<file path="src/rtl/varredura_matriz_param.sv">
// Parametrised LED-matrix scanner: active-low rows, active-high columns, double-buffered
// frame memory with a valid/ready write port and tear-free buffer swap at frame boundaries.
module varredura_matriz_param #(
  parameter int unsigned LINHAS    = 7,
  parameter int unsigned COLUNAS   = 5,
  parameter int unsigned ADDR_W    = 3,
  parameter int unsigned DIV_LINHA = 50000,
  parameter int unsigned BLANK     = 500
) (
  input  logic               clock_50MHz,
  input  logic               reset,
  input  logic               habilita,
  input  logic               wr_valid,
  output logic               wr_ready,
  input  logic [ADDR_W-1:0]  wr_linha,
  input  logic [COLUNAS-1:0] wr_dados,
  input  logic               troca,
  output logic               troca_pendente,
  output logic [LINHAS-1:0]  linhas,
  output logic [COLUNAS-1:0] colunas,
  output logic [ADDR_W-1:0]  linha_atual,
  output logic               fim_quadro
);

  localparam int unsigned CntMax    = (DIV_LINHA > BLANK) ? DIV_LINHA : BLANK;
  localparam int unsigned CntW      = (CntMax > 1) ? $clog2(CntMax) : 1;
  localparam int unsigned DivLast   = DIV_LINHA - 1;
  // Guarded so BLANK = 0 does not underflow; APAGADO is unreachable in that case.
  localparam int unsigned BlankLast = (BLANK == 0) ? 0 : BLANK - 1;

  typedef enum logic [1:0] {StParado, StAtivo, StApagado} estado_e;

  estado_e             state_q, state_d;
  logic [CntW-1:0]     cnt_q, cnt_d;
  logic [ADDR_W-1:0]   row_q, row_d, row_nxt;
  logic                row_last;
  logic                front_q, front_d;
  logic                pend_q, pend_d;
  logic                ready_q, ready_d;
  logic                fim_q, fim_d;
  logic [LINHAS-1:0]   linhas_q, linhas_d;
  logic [COLUNAS-1:0]  colunas_q, colunas_d;
  logic                swap;
  logic                wr_acc;
  logic [COLUNAS-1:0]  mem_q [2][LINHAS];

  assign row_last = (row_q == ADDR_W'(LINHAS - 1));
  assign row_nxt  = row_last ? '0 : row_q + ADDR_W'(1);
  // Handshake always completes; out-of-range rows are simply dropped.
  assign wr_acc   = wr_valid & ready_q;

  // Scan FSM next state, swap scheduling and registered output values
  always_comb begin
    state_d   = state_q;
    cnt_d     = cnt_q;
    row_d     = row_q;
    fim_d     = 1'b0;
    swap      = 1'b0;
    linhas_d  = '1;
    colunas_d = '0;

    unique case (state_q)
      StParado: begin
        row_d = '0;
        cnt_d = '0;
        swap  = pend_q;
        if (habilita) state_d = StAtivo;
      end
      StAtivo: begin
        if (cnt_q == CntW'(DivLast)) begin
          cnt_d = '0;
          if (BLANK == 0) begin
            row_d = row_nxt;
            fim_d = row_last;
            swap  = row_last & pend_q;
          end else begin
            state_d = StApagado;
          end
        end else begin
          cnt_d = cnt_q + CntW'(1);
        end
      end
      StApagado: begin
        if (cnt_q == CntW'(BlankLast)) begin
          cnt_d   = '0;
          state_d = StAtivo;
          row_d   = row_nxt;
          fim_d   = row_last;
          swap    = row_last & pend_q;
        end else begin
          cnt_d = cnt_q + CntW'(1);
        end
      end
      default: state_d = StParado;
    endcase

    // Disable wins over everything: go dark, no frame pulse, swap only from PARADO.
    if (!habilita) begin
      state_d = StParado;
      cnt_d   = '0;
      row_d   = '0;
      fim_d   = 1'b0;
      swap    = (state_q == StParado) & pend_q;
    end

    front_d = front_q ^ swap;
    if (swap)                 pend_d = 1'b0;
    else if (!pend_q && troca) pend_d = 1'b1;
    else                      pend_d = pend_q;
    ready_d = ~pend_d;

    if (state_d == StAtivo) begin
      linhas_d[row_d] = 1'b0;
      // front_d so a swap executed on the same edge is already visible on row 0.
      colunas_d       = mem_q[front_d][row_d];
    end
  end

  // Control and output registers
  always_ff @(posedge clock_50MHz) begin
    if (reset) begin
      state_q   <= StParado;
      cnt_q     <= '0;
      row_q     <= '0;
      front_q   <= 1'b0;
      pend_q    <= 1'b0;
      ready_q   <= 1'b1;
      fim_q     <= 1'b0;
      linhas_q  <= '1;
      colunas_q <= '0;
    end else begin
      state_q   <= state_d;
      cnt_q     <= cnt_d;
      row_q     <= row_d;
      front_q   <= front_d;
      pend_q    <= pend_d;
      ready_q   <= ready_d;
      fim_q     <= fim_d;
      linhas_q  <= linhas_d;
      colunas_q <= colunas_d;
    end
  end

  // Frame memory: writes only ever land in the back bank
  always_ff @(posedge clock_50MHz) begin
    if (reset) begin
      for (int b = 0; b < 2; b++) begin
        for (int r = 0; r < int'(LINHAS); r++) begin
          mem_q[b][r] <= '0;
        end
      end
    end else if (wr_acc && (32'(wr_linha) < LINHAS)) begin
      mem_q[~front_q][wr_linha] <= wr_dados;
    end
  end

  assign wr_ready       = ready_q;
  assign troca_pendente = pend_q;
  assign linhas         = linhas_q;
  assign colunas        = colunas_q;
  assign linha_atual    = row_q;
  assign fim_quadro     = fim_q;

endmodule

</file>
<file path="config.mk">
export PLATFORM = sky130hd
export DESIGN_NAME = varredura_matriz_param
export DESIGN_NICKNAME = d
export VERILOG_FILES = /design/src/rtl/varredura_matriz_param.sv
export SDC_FILE = /design/constraint.sdc
export NUM_CORES = 1
export LEC_CHECK = 0
export ABC_AREA = 0
export BUFFER_PORTS_ARGS = -buffer_cell sky130_fd_sc_hd__buf_2
export CORE_MARGIN = 2
export CORE_UTILIZATION = 50
export DETAILED_ROUTE_END_ITERATION = 8
export PLACE_DENSITY_LB_ADDON = 0.08
export SLEW_MARGIN = 20
export SYNTH_ARGS = -nofsm -noshare
export SYNTH_HDL_FRONTEND = slang
export SYNTH_SLANG_ARGS = --single-unit
</file>
<file path="constraint.sdc">
create_clock -name clock_50MHz -period 3.8 [get_ports clock_50MHz]
set_input_delay 0.19 -clock clock_50MHz [delete_from_list [all_inputs] [get_ports clock_50MHz]]
set_output_delay 0.19 -clock clock_50MHz [all_outputs]
set_load 0.005 [all_outputs]
</file>
After elaboration in Yosys (flattened, before gate mapping)
Memory sizes are Yosys's and may differ from the RTL's.
Cells that the tools add are included.
{"block": "op_classes", "add_sub_neg": 2, "magnitude_cmp": 6, "n_eq_ne": 6, "mux": 31, "n_bitwise": 13, "reduce_logical": 11}
{"cell": "$mux 35", "n": 3}
{"cell": "$pmux 16 s3", "n": 1}
{"cell": "$reduce_or 35->1", "n": 1}
{"cell": "$mux 16", "n": 2}
{"cell": "$add 16x1->16 const B", "n": 1}
{"cell": "$eq 16x16->1 const B", "n": 1}
{"cell": "$eq 16x9->1 const B", "n": 1}
{"cell": "$bmux 5 s3", "n": 1}
{"cell": "$demux 5 s3", "n": 1}
{"cell": "$mux 5", "n": 3}
{"cell": "$mux 1", "n": 10}
{"cell": "$mux 3", "n": 3}
{"cell": "$ge 4x4->1 const B", "n": 2}
{"cell": "$not 3->4", "n": 2}
{"cell": "$not 7->7", "n": 1}
{"cell": "$mux 2", "n": 3}
{"cell": "$not 1->1", "n": 6}
{"cell": "$pmux 2 s3", "n": 1}
{"cell": "$pmux 3 s2", "n": 1}
{"cell": "$eq 2x1->1 const B", "n": 2}
{"cell": "$logic_and 1x1->1", "n": 4}
{"cell": "$lt 3x4->1 const B", "n": 1}
{"cell": "$lt 4x1->1 const B", "n": 1}
{"cell": "$reduce_or 2->1", "n": 2}
{"cell": "other kinds (13)", "n": 15}
{"block": "totals", "ff_bits": 37, "mem_bits_rw": 70, "inputBits": 13, "out_inout_bits": 18, "word_cells": 79, "n_memories": 1}
{"name": "mem_q", "words": 2, "word_bits": 35, "rd": 1, "rd_ports_with_merged_regs": 0, "wr": 2, "line_no": "45", "rtl": "logic [COLUNAS-1:0] mem_q [2][LINHAS];"}

Longest topological paths before layout
Gate-level depths: netlist of run 1.
{"block": "depth", "ltp_word": 10, "ltp_mapped": 12, "depth_no_buf": 9}

Worst setup path before layout of run 1
OpenSTA, ideal clock, no wires.
{"block": "synth_timing", "path_kind": "flip-flop to flip-flop", "startpoint": "register cnt_q[0]", "endpoint": "register colunas_q[0], in the netlist colunas[0]", "setup_ns": 0.120, "t_arrival_ns": 3.045, "required_ns": 3.680, "path_slack_ns": 0.635, "stages_incl_launch_ff": 11, "cell_sequence": "dfxtp_1 > ha_1 > or4b_4 > or4_4 > buf_6 > mux2i_1 > or3_1 > buf_4 > buf_4 > mux4_2 > a211o_1"}
{"block": "synth_between", "elab_chain_cells": 9, "word_cells_on_any_way": 21, "classes_between": "eq/ne (3); mux (13); bitwise (3); reduce/logical (1); memory (1)"}
{"item": "start: declaration", "line_no": "34", "rtl": "logic [CntW-1:0] cnt_q, cnt_d;"}
{"item": "start signal: assignment", "line_no": "133", "rtl": "cnt_q <= cnt_d;"}
{"item": "$eq 16x9->1", "line_no": "84", "rtl": "if (cnt_q == CntW'(BlankLast)) begin"}
{"item": "$mux 1", "line_no": "84"}
{"item": "$pmux 1 s2", "line_no": "62", "rtl": "unique case (state_q)"}
{"item": "$mux 1", "line_no": "98", "rtl": "if (!habilita) begin"}
{"item": "$xor 1x1->1", "line_no": "106", "rtl": "front_d = front_q ^ swap;"}
{"item": "$mem_v2 2x35"}
{"item": "$bmux 5 s3", "line_no": "115", "rtl": "colunas_d = mem_q[front_d][row_d];"}
{"item": "$mux 5 (implied by the code) (2 in a row)", "line_no": "115"}
{"item": "end signal: assignment", "line_no": "140", "rtl": "colunas_q <= colunas_d;"}
{"item": "end: declaration", "line_no": "42", "rtl": "logic [COLUNAS-1:0] colunas_q, colunas_d;"}
Parallel ways exist; a longest one is shown, timed or not. The select of a mux whose other input is x is not followed.
A chain may end at the register's enable or synchronous reset.

Worst setup path in the final report of run 1
Ends and elaborated chain as after synthesis.

==> results of run 1 <==
## cell families after synthesis
logic type               count (synthesis)  synth area share
AND/OR/NAND/NOR                        182             0.172
flip-flops                             107             0.537
AO/OA/AOI/OAI                           85             0.119
multiplexers                            48             0.104
buffers and inverters                   34            0.0300
XOR/XNOR                                14            0.0232
adder cells (fa/ha/maj)                  6            0.0142
## worst reg2reg max path, stage by stage (launching register included)
cell     delay, ps
dfxtp_1        410
ha_1           180
or4b_4         500
or4_4          660
mux2i_1        170
or3_1          640
mux2_2         370
a32o_1         220
a211o_1        270
## sequential cells by signal, indices dropped and copies added (netlist names), 2 cells and up
name,flops
linhas,7
cnt_q,16
state_q,2
linha_atual,3
mem_q,70
colunas,5
## routing by layer
| layer | up-vias | global-route usage |
|---|---|---|
| met3 | 22 | 0.0419 |
| li1 | 1816 | - |
| met2 | 97 | 0.422 |
| met4 | 0 | 0.0816 |
| met5 | - | 0 |
| met1 | 1882 | 0.307 |
## placed cells by master (no fill, tap or decap), types with 12 or more instances in the layout
| cell | n |
|---|---|
| nand3_1 | 12 |
| mux2i_1 | 32 |
| a21oi_1 | 20 |
| nand2_1 | 33 |
| nor2_1 | 66 |
| dfxtp_1 | 36 |
| edfxtp_1 | 70 |
| buf_2 | 30 |
## synthesized netlist by cell type (2+ instances only)
cell type	count	area, sq um
o211ai_1	2	15.0
mux2i_1	32	320
a32o_1	6	60.1
nand3_1	12	60.1
and2_1	11	68.8
clkbuf_1	15	56.3
nor2_1	66	248
nand3b_1	3	22.5
o21bai_1	5	37.5
nor3_1	11	55.1
a211o_1	4	35.0
nand4_1	8	50.1
a21oi_1	20	100
mux2_4	2	30.0
xor2_1	9	78.8
or2_2	6	37.5
buf_4	2	15.0
buf_1	2	7.51
nand2b_1	11	68.8
inv_1	11	41.3
o221ai_1	4	35.0
dfxtp_1	37	741
and4_1	2	17.5
nor2b_1	2	12.5
ha_1	6	75.1
nor4_1	4	25.0
a221oi_1	9	78.8
o21a_1	2	15.0
xnor2_1	5	43.8
nand4b_1	2	17.5
a21boi_0	3	22.5
mux2_2	10	113
a31o_2	3	26.3
nand2_1	33	124
mux4_2	4	90.1
buf_6	3	33.8
a21oi_2	4	35.0
o22ai_1	5	31.3
o2bb2ai_1	2	17.5
a21o_1	3	22.5
o21ai_0	3	15.0
edfxtp_1	70	2100
## per-stage QoR
| stage | setup WS, ps | power (uW) | hold WS (ps) | utilization | cells |
|---|---|---|---|---|---|
| after floorplan | 635 | 1490 | 388 | - | 476 |
| after global placement | 402 | 1560 | 482 | 0.538 | 627 |
| after global routing | 189 | 2350 | 88.0 | 0.559 | 643 |
| final | 307 | 2260 | 93.1 | 0.559 | 643 |
| after CTS | 321 | 2280 | 78.1 | 0.559 | 643 |
| after detailed placement | 347 | 1560 | 495 | 0.538 | 627 |
## final cells by class
cell class                      count  area (sq um)
Clock buffer                        9           124
Clock inverter                      7          85.1
Fill cell                         901          4560
Inverter                           11          41.3
Multi-Input combinational cell    335          2290
Sequential cell                   107          2840
Tap cell                          136           170
Timing Repair Buffer               38           210
## worst min path at each step
stage | from | to | slack [ps]
floorplan | wr_dados[0] | mem_q[0][0] | 390
global placement | cnt_q[1] | cnt_q[1] | 480
detailed placement | cnt_q[1] | cnt_q[1] | 500
CTS | wr_dados[1] | mem_q[0][1] | 80
global route | wr_dados[1] | mem_q[0][1] | 90
finish | wr_dados[1] | mem_q[0][1] | 90
## where the power goes
part / internal (uW) / switching (uW) / total [uW]
clock: 268 / 460 / 727
sequential: 1280 / 22.3 / 1300
combinational: 92.2 / 142 / 234
total: 1640 / 624 / 2260
==> impl_metrics.tcl, run 1 <==
set metrics [dict create \
    crit_type "flop to flop" \
    dieHeight_um 107 \
    place_area_sq_um 5560 \
    cp-endpoint "colunas[0]" \
    coreArea_sq_um 10300 \
    synth_nets 495 \
    cap_violations 0 \
    grt_pass1_wl_mm 20.5 \
    crit_cells 8 \
    wl_mm 13.0 \
    fin_area_sq_um 5770 \
    status "completed" \
    hold_viol_final 0 \
    ys_async_sr_fraction 0 \
    hold_depth 2 \
    crit_family "simple AND/OR/NAND/NOR gates" \
    leakage_uw 0.00210 \
    ir_worst_vdd_mv 0.270 \
    slowest_delay_ps 660 \
    drt_iter0_markers 358 \
    dr.pass1.iters 4 \
    drt-met1-wl_mm 5.55 \
    antennaDiodeCount 0 \
    gp_congestion 0.866 \
    synth.avg_cell_area_sq_um 11.1 \
    insertion_delay_ps 390 \
    cts_buffer_depth 2 \
    via_count 3817 \
    portBuffers 30 \
    routedWlPerCell_um 20.2 \
    critPathBufInv 0 \
    met3WireLength_um 552 \
    cp_cell_sequence "ha_1 -> or4b_4 -> or4_4 -> mux2i_1 -> or3_1 -> mux2_2 -> a32o_1 -> a211o_1" \
    critical_path.startpoint "cnt_q[0]" \
    cts-resized-gates 0 \
    grt_max_degree 38 \
    syn-cell-area_sq_um 5300 \
    dieArea_sq_um 11400 \
    vias_per_cell 5.94 \
    synth_edf_count 70 \
    end_kind "flop" \
    cts.sinks 107 \
    cp_slowest_cell "or4_4" \
    worst_pin_slew_ps 777 \
    layout_min_cycle_time_ps 3490 \
    hpwl_mm 9.43 \
    ant_nets 0 \
    fmax_mhz 286 \
    wl_met2_mm 6.61 \
    synth_seq_area_share 0.537 \
    clkSlewWorstSetupHoldPaths_ps 120 \
    crit_fanout 12 \
    tns_ps 0 \
    yosys_warnings 0 \
    synth_seq_cells 107 \
    cts_root_buffer "clkbuf_8" \
    hold_buffers 0 \
    timing.rr.end "colunas[0]" \
    num_rows 37 \
    gr-total-overflow 0 \
    hp-class "primary input to flop" \
    startpoint_type "flop" \
    relSlewSlack 0.477 \
    fin_nets 521 \
    clock_skew_ps 16.4 \
    setup_violations 0 \
    cts_buffers 9 \
    slew_violations 0 \
    synth.distinct_cells 64 \
    synthFlopType "edfxtp_1" \
    first_global_vias 3607 \
    syn_inst 476 \
    post-route-drc-count 0 \
    r2r_start "cnt_q[0]" \
    reg2reg_slack_ps 310 \
    post_cts_buffers 0 \
    r2r_cells 8 \
    start_util 0.513 \
    pin_count 31 \
    die_w_um 107 \
    htree_levels 3 \
    drive_gt1_frac 0.176 \
    cp.arrival_ps 3790 \
    antenna_found_initial 0 \
    cp_data_required_time_ps 4100 \
    powerDensity_nw_per_um2 393 \
    area_growth_pct 8.93 \
    period_share 0.919 \
    top_layer "met4" \
    rsz0062_at_grt "false" \
    grt.total_usage 0.243 \
    tritoncts "yes" \
]
(Power assumes the default switching activity.)
==> inputs of run 2 (changes only) <==
--- a/config.mk
+++ b/config.mk
@@ -8,7 +8,8 @@
 export ABC_AREA = 0
 export BUFFER_PORTS_ARGS = -buffer_cell sky130_fd_sc_hd__buf_2
 export CORE_MARGIN = 2
-export CORE_UTILIZATION = 50
+export CORE_UTILIZATION = 45
+export CTS_BUF_LIST = sky130_fd_sc_hd__clkbuf_16
 export DETAILED_ROUTE_END_ITERATION = 8
 export PLACE_DENSITY_LB_ADDON = 0.08
 export SLEW_MARGIN = 20
==> run 2 against run 1 <==
Sequential power barely moved. Clock skew fell by 5.4 ps. Clock power rose by 25%. Design area rose by 1.5%. Core utilization fell by 4.8 points. Count of clock-buffer cells in the layout did not move. Via count rose by 0.26%. Die area rose by 11%. Cell count rose by 1.1%. Worst hold slack improved by 37 ps. First-iteration DRC count rose by 4.7%. Power rose by 8.3%. Largest power group unchanged.
==> impl_metrics.tcl, run 2 (synthesis results as in run 1) <==
set metrics [dict create \
    htree_levels 3 \
    vias_per_cell 5.89 \
    relSlewSlack 0.451 \
    drt_iter0_markers 375 \
    crit_fanout 10 \
    most-common-layout-cells "edfxtp_1 (70), nor2_1 (66), dfxtp_1 (36), nand2_1 (33), mux2i_1 (32)" \
    gp_congestion 0.861 \
    regArea_sq_um 2840 \
    crit_type "flop to flop" \
    grt_pass1_wl_mm 20.8 \
    max_flop_register "mem_q" \
    cts-resized-gates 0 \
    pin_count 31 \
    fin_nets 521 \
    hpwl_mm 9.77 \
    cts_root_buffer "clkbuf_16" \
    insertion_delay_ps 360 \
    hold_viol_final 0 \
    antenna_found_initial 0 \
    portBuffers 30 \
    cts_buffers 9 \
    fmax_mhz 291 \
    critPathBufInv 1 \
    status "completed" \
    post-route-drc-count 0 \
    worst_pin_slew_ps 815 \
    dieArea_sq_um 12700 \
    wl_mm 13.5 \
    end_kind "flop" \
    die_w_um 112 \
    cp_cell_sequence "ha_1 -> or4b_4 -> or4_4 -> mux2i_1 -> or3_1 -> buf_4 -> mux4_2 -> a211o_1" \
    design_power_total_uw 2450 \
    crit_cells 8 \
    largest_reg_flops 70 \
    first_global_vias 3703 \
    slew_violations 0 \
    antennaDiodeCount 0 \
    r2r_cells 8 \
    top_layer "met4" \
    routedWlPerCell_um 20.8 \
    tritoncts "yes" \
    post_cts_buffers 0 \
    cp_slowest_cell "or4_4" \
    drt-met1-wl_mm 6.03 \
    num_rows 39 \
    coreArea_sq_um 11500 \
    dr.pass1.iters 4 \
    leakage_uw 0.00214 \
    hold_depth 2 \
    startpoint_type "flop" \
    hp-class "primary input to flop" \
    setup_violations 0 \
    drive_gt1_frac 0.174 \
    ant_nets 0 \
    hold_buffers 0 \
    layout_min_cycle_time_ps 3430 \
    wl_met2_mm 6.67 \
    whs_ps 130 \
    via_count 3827 \
    met3WireLength_um 539 \
    powerDensity_nw_per_um2 419 \
    dieHeight_um 112 \
    slowest_delay_ps 650 \
    crit_family "simple AND/OR/NAND/NOR gates" \
    area_growth_pct 10.5 \
    layout_commonest_cell "edfxtp_1" \
    period_share 0.903 \
    tns_ps 0 \
    gr-total-overflow 0 \
    grt.total_usage 0.221 \
    ir_worst_vdd_mv 0.315 \
    clock_skew_ps 11.0 \
    cap_violations 0 \
    cts.sinks 107 \
    clkSlewWorstSetupHoldPaths_ps 70 \
    grt_max_degree 32 \
    rsz0062_at_grt "false" \
    cts_buffer_depth 2 \
    multi_input_area_sq_um 2290 \
    cp_data_required_time_ps 4050 \
    start_util 0.462 \
    fill_cells 998 \
    cp.arrival_ps 3680 \
]
[run 2: cell count changes in the layout (fill, tap and decap cells not counted)]
cell        change
clkinv_4        +1
clkbuf_16       +9
clkinv_8        -2
clkbuf_8        -9
inv_12          -1
inv_1           +1
clkinvlp_4      -1
inv_6           +2
[run 2: report_power, final]
group / switching, uW / total (uW) / internal (uW)
Combinational: 137 / 229 / 91.8
Sequential: 30.2 / 1310 / 1280
Clock: 454 / 912 / 458
[run 2: through the flow]
stage / cells / cell area [sq um] / setup WS (ps) / util
after floorplan: 476 / 5300 / 635 / -
after global placement: 634 / 5570 / 483 / 0.486
after detailed placement: 634 / 5570 / 396 / 0.486
after CTS: 650 / 5850 / 378 / 0.510
after global routing: 650 / 5850 / 234 / 0.510
final: 650 / 5850 / 368 / 0.510
[run 2: area by class of cell]
class	count	share of cell area
clock buffer	9	0.0385
clock inverter	7	0.0100
inverter	11	0.00706
multi-input combinational	335	0.392
sequential	107	0.486
tap	143	0.0306
timing repair buffer	38	0.0359
[run 2: routing by layer]
| metal | vias up | global-route usage |
|---|---|---|
| li1 | 1823 | - |
| met5 | - | 0 |
| met2 | 78 | 0.361 |
| met3 | 17 | 0.0443 |
| met1 | 1909 | 0.288 |
| met4 | 0 | 0.0951 |
[run 2: final timing paths]
path,startpoint,slack (ps),endpoint
worst min register to register,cnt_q[1],510,cnt_q[1]
worst min-delay path,wr_dados[1],130,mem_q[0][1]
worst max register to register,cnt_q[0],370,colunas[3]
worst max-delay path,cnt_q[0],370,colunas[3]
